[config.mk]
export PLATFORM = sky130hd
export DESIGN_NAME = rxaccesscorr
export DESIGN_NICKNAME = d
export VERILOG_FILES = /design/src/rtl/rxcorr_pkg.sv /design/src/rtl/rxaccesscorr_popcount64.sv /design/src/rtl/rxaccesscorr.sv
export SDC_FILE = /design/constraint.sdc
export NUM_CORES = 1
export LEC_CHECK = 0
export CORE_AREA = 10 10 238 127
export CTS_BUF_LIST = sky130_fd_sc_hd__clkbuf_4
export CTS_CLUSTER_SIZE = 20
export DETAILED_ROUTE_END_ITERATION = 10
export DIE_AREA = 0 0 248 137
export PLACE_DENSITY_LB_ADDON = 0.05
export SLEW_MARGIN = 5
export SYNTH_ARGS = -nofsm -noshare
export SYNTH_HDL_FRONTEND = slang
export SYNTH_SLANG_ARGS = --single-unit
[constraint.sdc]
create_clock -name clk_6M -period 8.54 [get_ports clk_6M]
set_clock_uncertainty 0.1 [all_clocks]
set_input_delay 0.854 -clock clk_6M [delete_from_list [all_inputs] [get_ports clk_6M]]
set_output_delay 0.854 -clock clk_6M [all_outputs]
set_load 0.02 [all_outputs]
[src/rtl/rxcorr_pkg.sv]
// Shared definitions for the receive access-code correlator.
// Holds the FSM state encoding, the sync/trailer lengths and the two
// expected trailer patterns.
package rxcorr_pkg;

  localparam int SYNCLEN  = 64;
  localparam int TRAILLEN = 4;

  // Trailer patterns as they appear in the trailer shift register, which
  // fills LSB-first like the sync register (bit 0 = first bit received).
  // Receive order 1,0,1,0 when syncword[63] = 0.
  localparam logic [3:0] TRAILER_SW0 = 4'b0101;
  // Receive order 0,1,0,1 when syncword[63] = 1.
  localparam logic [3:0] TRAILER_SW1 = 4'b1010;

  typedef enum logic [2:0] {
    ST_IDLE    = 3'd0,
    ST_SEARCH  = 3'd1,
    ST_TRAILER = 3'd2,
    ST_LOCKED  = 3'd3,
    ST_WAITOFF = 3'd4
  } corr_state_e;

endpackage

[src/rtl/rxaccesscorr_popcount64.sv]
// popcount64: combinational population count of a 64-bit word.
// Ports:
//   data_i  [63:0] word to count
//   count_o [6:0]  number of ones in data_i (0..64)
// Built as a balanced adder tree so the depth is six small adders.
module popcount64 (
  input  logic [63:0] data_i,
  output logic [6:0]  count_o
);

  logic [1:0] l1 [32];
  logic [2:0] l2 [16];
  logic [3:0] l3 [8];
  logic [4:0] l4 [4];
  logic [5:0] l5 [2];

  genvar i;

  for (i = 0; i < 32; i++) begin : g_l1
    assign l1[i] = {1'b0, data_i[2*i]} + {1'b0, data_i[2*i+1]};
  end

  for (i = 0; i < 16; i++) begin : g_l2
    assign l2[i] = {1'b0, l1[2*i]} + {1'b0, l1[2*i+1]};
  end

  for (i = 0; i < 8; i++) begin : g_l3
    assign l3[i] = {1'b0, l2[2*i]} + {1'b0, l2[2*i+1]};
  end

  for (i = 0; i < 4; i++) begin : g_l4
    assign l4[i] = {1'b0, l3[2*i]} + {1'b0, l3[2*i+1]};
  end

  for (i = 0; i < 2; i++) begin : g_l5
    assign l5[i] = {1'b0, l4[2*i]} + {1'b0, l4[2*i+1]};
  end

  assign count_o = {1'b0, l5[0]} + {1'b0, l5[1]};

endmodule

[src/rtl/rxaccesscorr.sv]
// rxaccesscorr: receive access-code correlator.
// Slides a 64-bit window of received bits against the programmed sync word
// and pulses rx_trailer_st_p when the Hamming match reaches threshold; then
// checks the 4-bit trailer and reports lock, or times out after the window.
// Ports:
//   clk_6M          system clock
//   rstz            asynchronous reset, active-high
//   p_1us           one-cycle bit strobe, rxbit valid in that cycle
//   rxbit           demodulated bit, LSB-first
//   corr_en         search enable (level)
//   regi_syncword   expected sync word, bit 0 received first
//   regi_corrthr    match threshold (values above 64 never match)
//   regi_searchwin  search window length in strobes
//   rx_trailer_st_p pulse one cycle after the strobe that completed a match
//   sync_lock       level, trailer received after a match
//   trailer_err     level, received trailer differed from expected
//   corr_timeout_p  pulse one cycle after the strobe that ended the window
//   corr_peak       best match count since the search started
//   dbg_state       current FSM state
// Handshake: p_1us is a qualifier, not a valid/ready pair; a bit is consumed
// in every cycle p_1us is high while searching or receiving the trailer,
// and there is no back-pressure.
module rxaccesscorr #(
  parameter int SYNCLEN  = 64,
  parameter int TRAILLEN = 4,
  parameter int WINW     = 12
) (
  input  logic               clk_6M,
  input  logic               rstz,
  input  logic               p_1us,
  input  logic               rxbit,
  input  logic               corr_en,
  input  logic [SYNCLEN-1:0] regi_syncword,
  input  logic [6:0]         regi_corrthr,
  input  logic [WINW-1:0]    regi_searchwin,
  output logic               rx_trailer_st_p,
  output logic               sync_lock,
  output logic               trailer_err,
  output logic               corr_timeout_p,
  output logic [6:0]         corr_peak,
  output logic [2:0]         dbg_state
);

  import rxcorr_pkg::*;

  corr_state_e        state_q, state_d;
  logic [SYNCLEN-1:0] sreg_q, sreg_d, sreg_shift;
  logic [6:0]         fill_q, fill_d, fill_inc;
  logic [WINW-1:0]    wincnt_q, wincnt_d;
  logic [WINW:0]      wincnt_inc;
  logic [1:0]         tcnt_q, tcnt_d;
  logic [3:0]         trail_q, trail_d, trail_shift, trail_exp;
  logic [6:0]         peak_q, peak_d;
  logic               st_pulse_q, st_pulse_d;
  logic               to_pulse_q, to_pulse_d;
  logic               terr_q, terr_d;
  logic [6:0]         ones, mcnt;
  logic               match_ok, win_done;

  // Correlate against the window as it will be after this strobe, so a
  // match is flagged on the same strobe that delivers the last sync bit.
  assign sreg_shift = {rxbit, sreg_q[SYNCLEN-1:1]};

  popcount64 u_popcount (
    .data_i  (sreg_shift ^ regi_syncword),
    .count_o (ones)
  );

  assign mcnt     = 7'd64 - ones;
  assign fill_inc = (fill_q == 7'(SYNCLEN)) ? fill_q : fill_q + 7'd1;
  // Only a completely filled window may match.
  assign match_ok = (fill_inc == 7'(SYNCLEN)) && (mcnt >= regi_corrthr);

  // One bit wider than the counter so the compare never wraps; a window of
  // 0 expires on the very first strobe.
  assign wincnt_inc = {1'b0, wincnt_q} + {{WINW{1'b0}}, 1'b1};
  assign win_done   = wincnt_inc >= {1'b0, regi_searchwin};

  assign trail_shift = {rxbit, trail_q[3:1]};
  assign trail_exp   = regi_syncword[SYNCLEN-1] ? TRAILER_SW1 : TRAILER_SW0;

  always_comb begin
    state_d    = state_q;
    sreg_d     = sreg_q;
    fill_d     = fill_q;
    wincnt_d   = wincnt_q;
    tcnt_d     = tcnt_q;
    trail_d    = trail_q;
    peak_d     = peak_q;
    terr_d     = terr_q;
    st_pulse_d = 1'b0;
    to_pulse_d = 1'b0;

    case (state_q)
      ST_IDLE: begin
        if (corr_en) begin
          state_d  = ST_SEARCH;
          sreg_d   = '0;
          fill_d   = '0;
          wincnt_d = '0;
          peak_d   = '0;
          terr_d   = 1'b0;
        end
      end

      ST_SEARCH: begin
        if (!corr_en) begin
          state_d = ST_IDLE;
        end else if (p_1us) begin
          sreg_d   = sreg_shift;
          fill_d   = fill_inc;
          wincnt_d = wincnt_inc[WINW-1:0];
          peak_d   = (mcnt > peak_q) ? mcnt : peak_q;
          // Match wins over timeout on the same strobe.
          if (match_ok) begin
            st_pulse_d = 1'b1;
            tcnt_d     = '0;
            trail_d    = '0;
            state_d    = ST_TRAILER;
          end else if (win_done) begin
            to_pulse_d = 1'b1;
            state_d    = ST_WAITOFF;
          end
        end
      end

      ST_TRAILER: begin
        if (!corr_en) begin
          state_d = ST_IDLE;
        end else if (p_1us) begin
          trail_d = trail_shift;
          if (tcnt_q == 2'(TRAILLEN - 1)) begin
            terr_d  = (trail_shift != trail_exp);
            state_d = ST_LOCKED;
          end else begin
            tcnt_d = tcnt_q + 2'd1;
          end
        end
      end

      ST_LOCKED: begin
        if (!corr_en) state_d = ST_IDLE;
      end

      ST_WAITOFF: begin
        if (!corr_en) state_d = ST_IDLE;
      end

      default: state_d = ST_IDLE;
    endcase
  end

  always_ff @(posedge clk_6M or posedge rstz) begin
    if (rstz) begin
      state_q    <= ST_IDLE;
      sreg_q     <= '0;
      fill_q     <= '0;
      wincnt_q   <= '0;
      tcnt_q     <= '0;
      trail_q    <= '0;
      peak_q     <= '0;
      terr_q     <= 1'b0;
      st_pulse_q <= 1'b0;
      to_pulse_q <= 1'b0;
    end else begin
      state_q    <= state_d;
      sreg_q     <= sreg_d;
      fill_q     <= fill_d;
      wincnt_q   <= wincnt_d;
      tcnt_q     <= tcnt_d;
      trail_q    <= trail_d;
      peak_q     <= peak_d;
      terr_q     <= terr_d;
      st_pulse_q <= st_pulse_d;
      to_pulse_q <= to_pulse_d;
    end
  end

  assign rx_trailer_st_p = st_pulse_q;
  assign corr_timeout_p  = to_pulse_q;
  assign sync_lock       = (state_q == ST_LOCKED);
  assign trailer_err     = terr_q;
  assign corr_peak       = peak_q;
  assign dbg_state       = state_q;

endmodule

==> flow_metrics.env <==
export IMPL_outcome="complete, no violations"
export IMPL_cp_slowest_stage_delay_ps=580
export IMPL_async_flop_share_pct=100
export IMPL_gp_congestion=0.787
export IMPL_holdBufCountCts=0
export IMPL_r2r_cells=28
export IMPL_setup_tns_final_ps=0
export IMPL_synth_top_family_by_area="adder cells"
export IMPL_overflow=0
export IMPL_grt_pass1_wl_mm=33.4
export IMPL_criticalPathCategory="primary input to register"
export IMPL_avgRoutedWirePerCell_um=17.2
export IMPL_period_minus_slack_ps=8290
export IMPL_placed_area_mm2=0.00926
export IMPL_setup_ws_ps=248
export IMPL_cp_slowest_cell="fa_1"
export IMPL_antenna_found_initial=2
export IMPL_core_mm2=0.0260
export IMPL_startpoint_type="primary input"
export IMPL_worstHoldStart="sreg_q[1]"
export IMPL_clock_fmax_ghz=0.121
export IMPL_ys_top_cells_by_area="dfrtp_1, ha_1, fa_1, a22o_1, inv_1"
export IMPL_reg2reg_slack_ps=570
export IMPL_rows=42
export IMPL_yosys_top_cells_count="inv_1, dfrtp_1, ha_1"
export IMPL_postLayoutCellArea_mm2=0.00939
export IMPL_synthFlopType="dfrtp_1"
export IMPL_worst_pin_slew_ps=1170
export IMPL_dp_hpwl_mm=16.4
export IMPL_fin_crit_sh_pct=97.1
export IMPL_die_h_um=137
export IMPL_cap_violations=0
export IMPL_startpoint="regi_syncword[55]"
export IMPL_cts_sinks=100
export IMPL_slew_violations=0
export IMPL_r2r_start="sreg_q[56]"
export IMPL_area_growth_pct=21.7
export IMPL_endpoint_kind="register"
export IMPL_hold_path_class="register to register"
export IMPL_vias=5566
export IMPL_grt_usage_pct=12.8
export IMPL_worst_hold_path_endpoint="sreg_q[1]"
export IMPL_multiInputGateArea_mm2=0.00464
export IMPL_final_nets=1078
export IMPL_ant_nets=0
export IMPL_ys_seq_area_share_pct=32.4
export IMPL_synth_distinct_cells=49
export IMPL_synth_xor_area_share_pct=9.53
export IMPL_final_seq_area_mm2=0.00250
export IMPL_drtIter0Drc=338
export IMPL_cts_buffers_inserted=9
export IMPL_min_path_cells=1
export IMPL_cp_max_fo=6
export IMPL_fillCellCount=2650
export IMPL_post_synth_cell_area_avg_um2=10.5
export IMPL_cts_tree="done"
export IMPL_hold_viol=0
export IMPL_clock_latency_ps=550
export IMPL_cts_max_level=3
export IMPL_syn_cell_area_mm2=0.00772
export IMPL_syn_nets=967
export IMPL_ioPinCount=102
export IMPL_synth_fa_ha_area_share_pct=28.5
export IMPL_grt_pass1_vias=5897
export IMPL_synthMostInstantiatedCell="inv_1"
export IMPL_ys_ff_latch=100
export IMPL_regToRegEndpoint="corr_peak[1]"
export IMPL_grt_max_degree=85
export IMPL_port_buffers=101
export IMPL_yosysWarnings=0
export IMPL_start_util_pct=29.7
export IMPL_critPathArrivalTime_ps=8660
export IMPL_final_core_util_pct=36.1
export IMPL_finalSetupViolCount=0
export IMPL_dr_pass1_iters=7
export IMPL_cpMostUsedCell="fa_1"
export IMPL_clk_pin_slew_ps=150
export IMPL_root_buffer="clkbuf_4"
export IMPL_synth_top_cell_area_share_pct=32.4
export IMPL_drt_wl_total_mm=20.8
export IMPL_synth_simple_area_share_pct=6.37
export IMPL_drc=0
export IMPL_synth_edf_count=0
export IMPL_muxShareOfSynthArea_pct=0.924
export IMPL_viasPerCell=4.62
export IMPL_slew_headroom_pct=20.8
export IMPL_crit_required_ps=8900
export IMPL_rsz0062_at_grt="no"
export IMPL_die_w_um=248
export IMPL_synth_cells=735
export IMPL_drive_gt1_share_pct=5.88
export IMPL_synth_compound_area_share_pct=14.5
export IMPL_synth_area_leader_cell="dfrtp_1"
export IMPL_place_ws_ps=-386
export IMPL_cts_path_max_buffers=2
export IMPL_die_area_mm2=0.0340
## worst max-delay path, delay by kind of cell
kind            cells  cell delay, ps
compound gates      6            1210
buf+inv             7             930
mux                 1             160
simple gates        1              90
fa+ha+maj          12            5010
xor+xnor            2             410
## cell usage in the layout (no fill, tap or decap), drive strengths merged, types with 3 or more instances in the layout
master / count
a21o: 6
nand4: 3
xor2: 40
buf: 21
nand2b: 5
ha: 91
inv: 137
xnor2: 44
nor2: 21
o211ai: 4
clkbuf: 10
a21oi: 14
nor3: 6
dfrtp: 100
and3: 4
nand2: 31
o31ai: 4
fa: 53
o21ai: 26
nand3: 15
a211oi: 7
a32oi: 3
a22o: 71
mux2i: 6
nor4: 3
clkdlybuf4s50: 101
diode: 3
## layer usage
| layer | up-vias | routed length (µm) | GRT usage (%) | share of wire [%] |
|---|---|---|---|---|
| met3 | 11 | 1100 | 4.28 | 5.3 |
| met5 | - | 0 | 0 | 0 |
| met1 | 2750 | 11200 | 19.3 | 54 |
| met4 | 0 | 181 | 3.00 | 0.87 |
| li1 | 2704 | - | - | - |
| met2 | 101 | 8270 | 16.7 | 40 |
## per-stage QoR
| step | hold slack (ps) | instances |
|---|---|---|
| final | 445 | 1206 |
| after global routing | 469 | 1206 |
| after CTS | 452 | 1203 |
| after detailed placement | 417 | 1187 |
| after global placement | 413 | 1187 |
| after floorplan | 395 | 735 |
## state kept, by name, indices dropped and copies added, names as in the netlist
signal,count
fill_q,7
trailer_err,1
rx_trailer_st_p,1
sreg_q,63
tcnt_q,2
corr_peak,7
corr_timeout_p,1
trail_q,3
dbg_state,3
wincnt_q,12
## final cells by class
type                       count  share of cell area, %
antenna                        3                 0.0800
sequential                   100                   26.7
tap                          352                   4.69
timing repair buffer         122                   12.4
inverter                     134                   5.38
multi-input combinational    479                   49.5
clock buffer                  10                  0.800
clock inverter                 6                  0.493
## repair_timing
action / 4_1_cts / 5_1_grt
gates resized for setup: 0 / 1
setup endpoints to repair: 0 / 7
buffers inserted: 0 / 0
## cell families (layout without fill, tap and decap cells)
family	count (synthesis)	in the layout
buffers and inverters	156	272
AOI/OAI and AO/OA	147	147
adders and majority gates	144	144
DFF	100	100
and+or+nand+nor	97	97
xor gates and xnor gates	84	84
muxes	7	7
other	0	3
## how the worst max path moves through the flow
stage | end | slack (ps) | depth (start not counted)
final | corr_peak[1] | 250 | 29
after global routing | corr_peak[4] | 6 | 29
after CTS | corr_peak[1] | 250 | 29
after detailed placement | corr_peak[1] | -390 | 29
after global placement | corr_peak[3] | -130 | 29
after floorplan | corr_peak[0] | 510 | 27
Power is not shown: default switching activity piles up to over one toggle a cycle in this logic, so the estimate is an artifact.
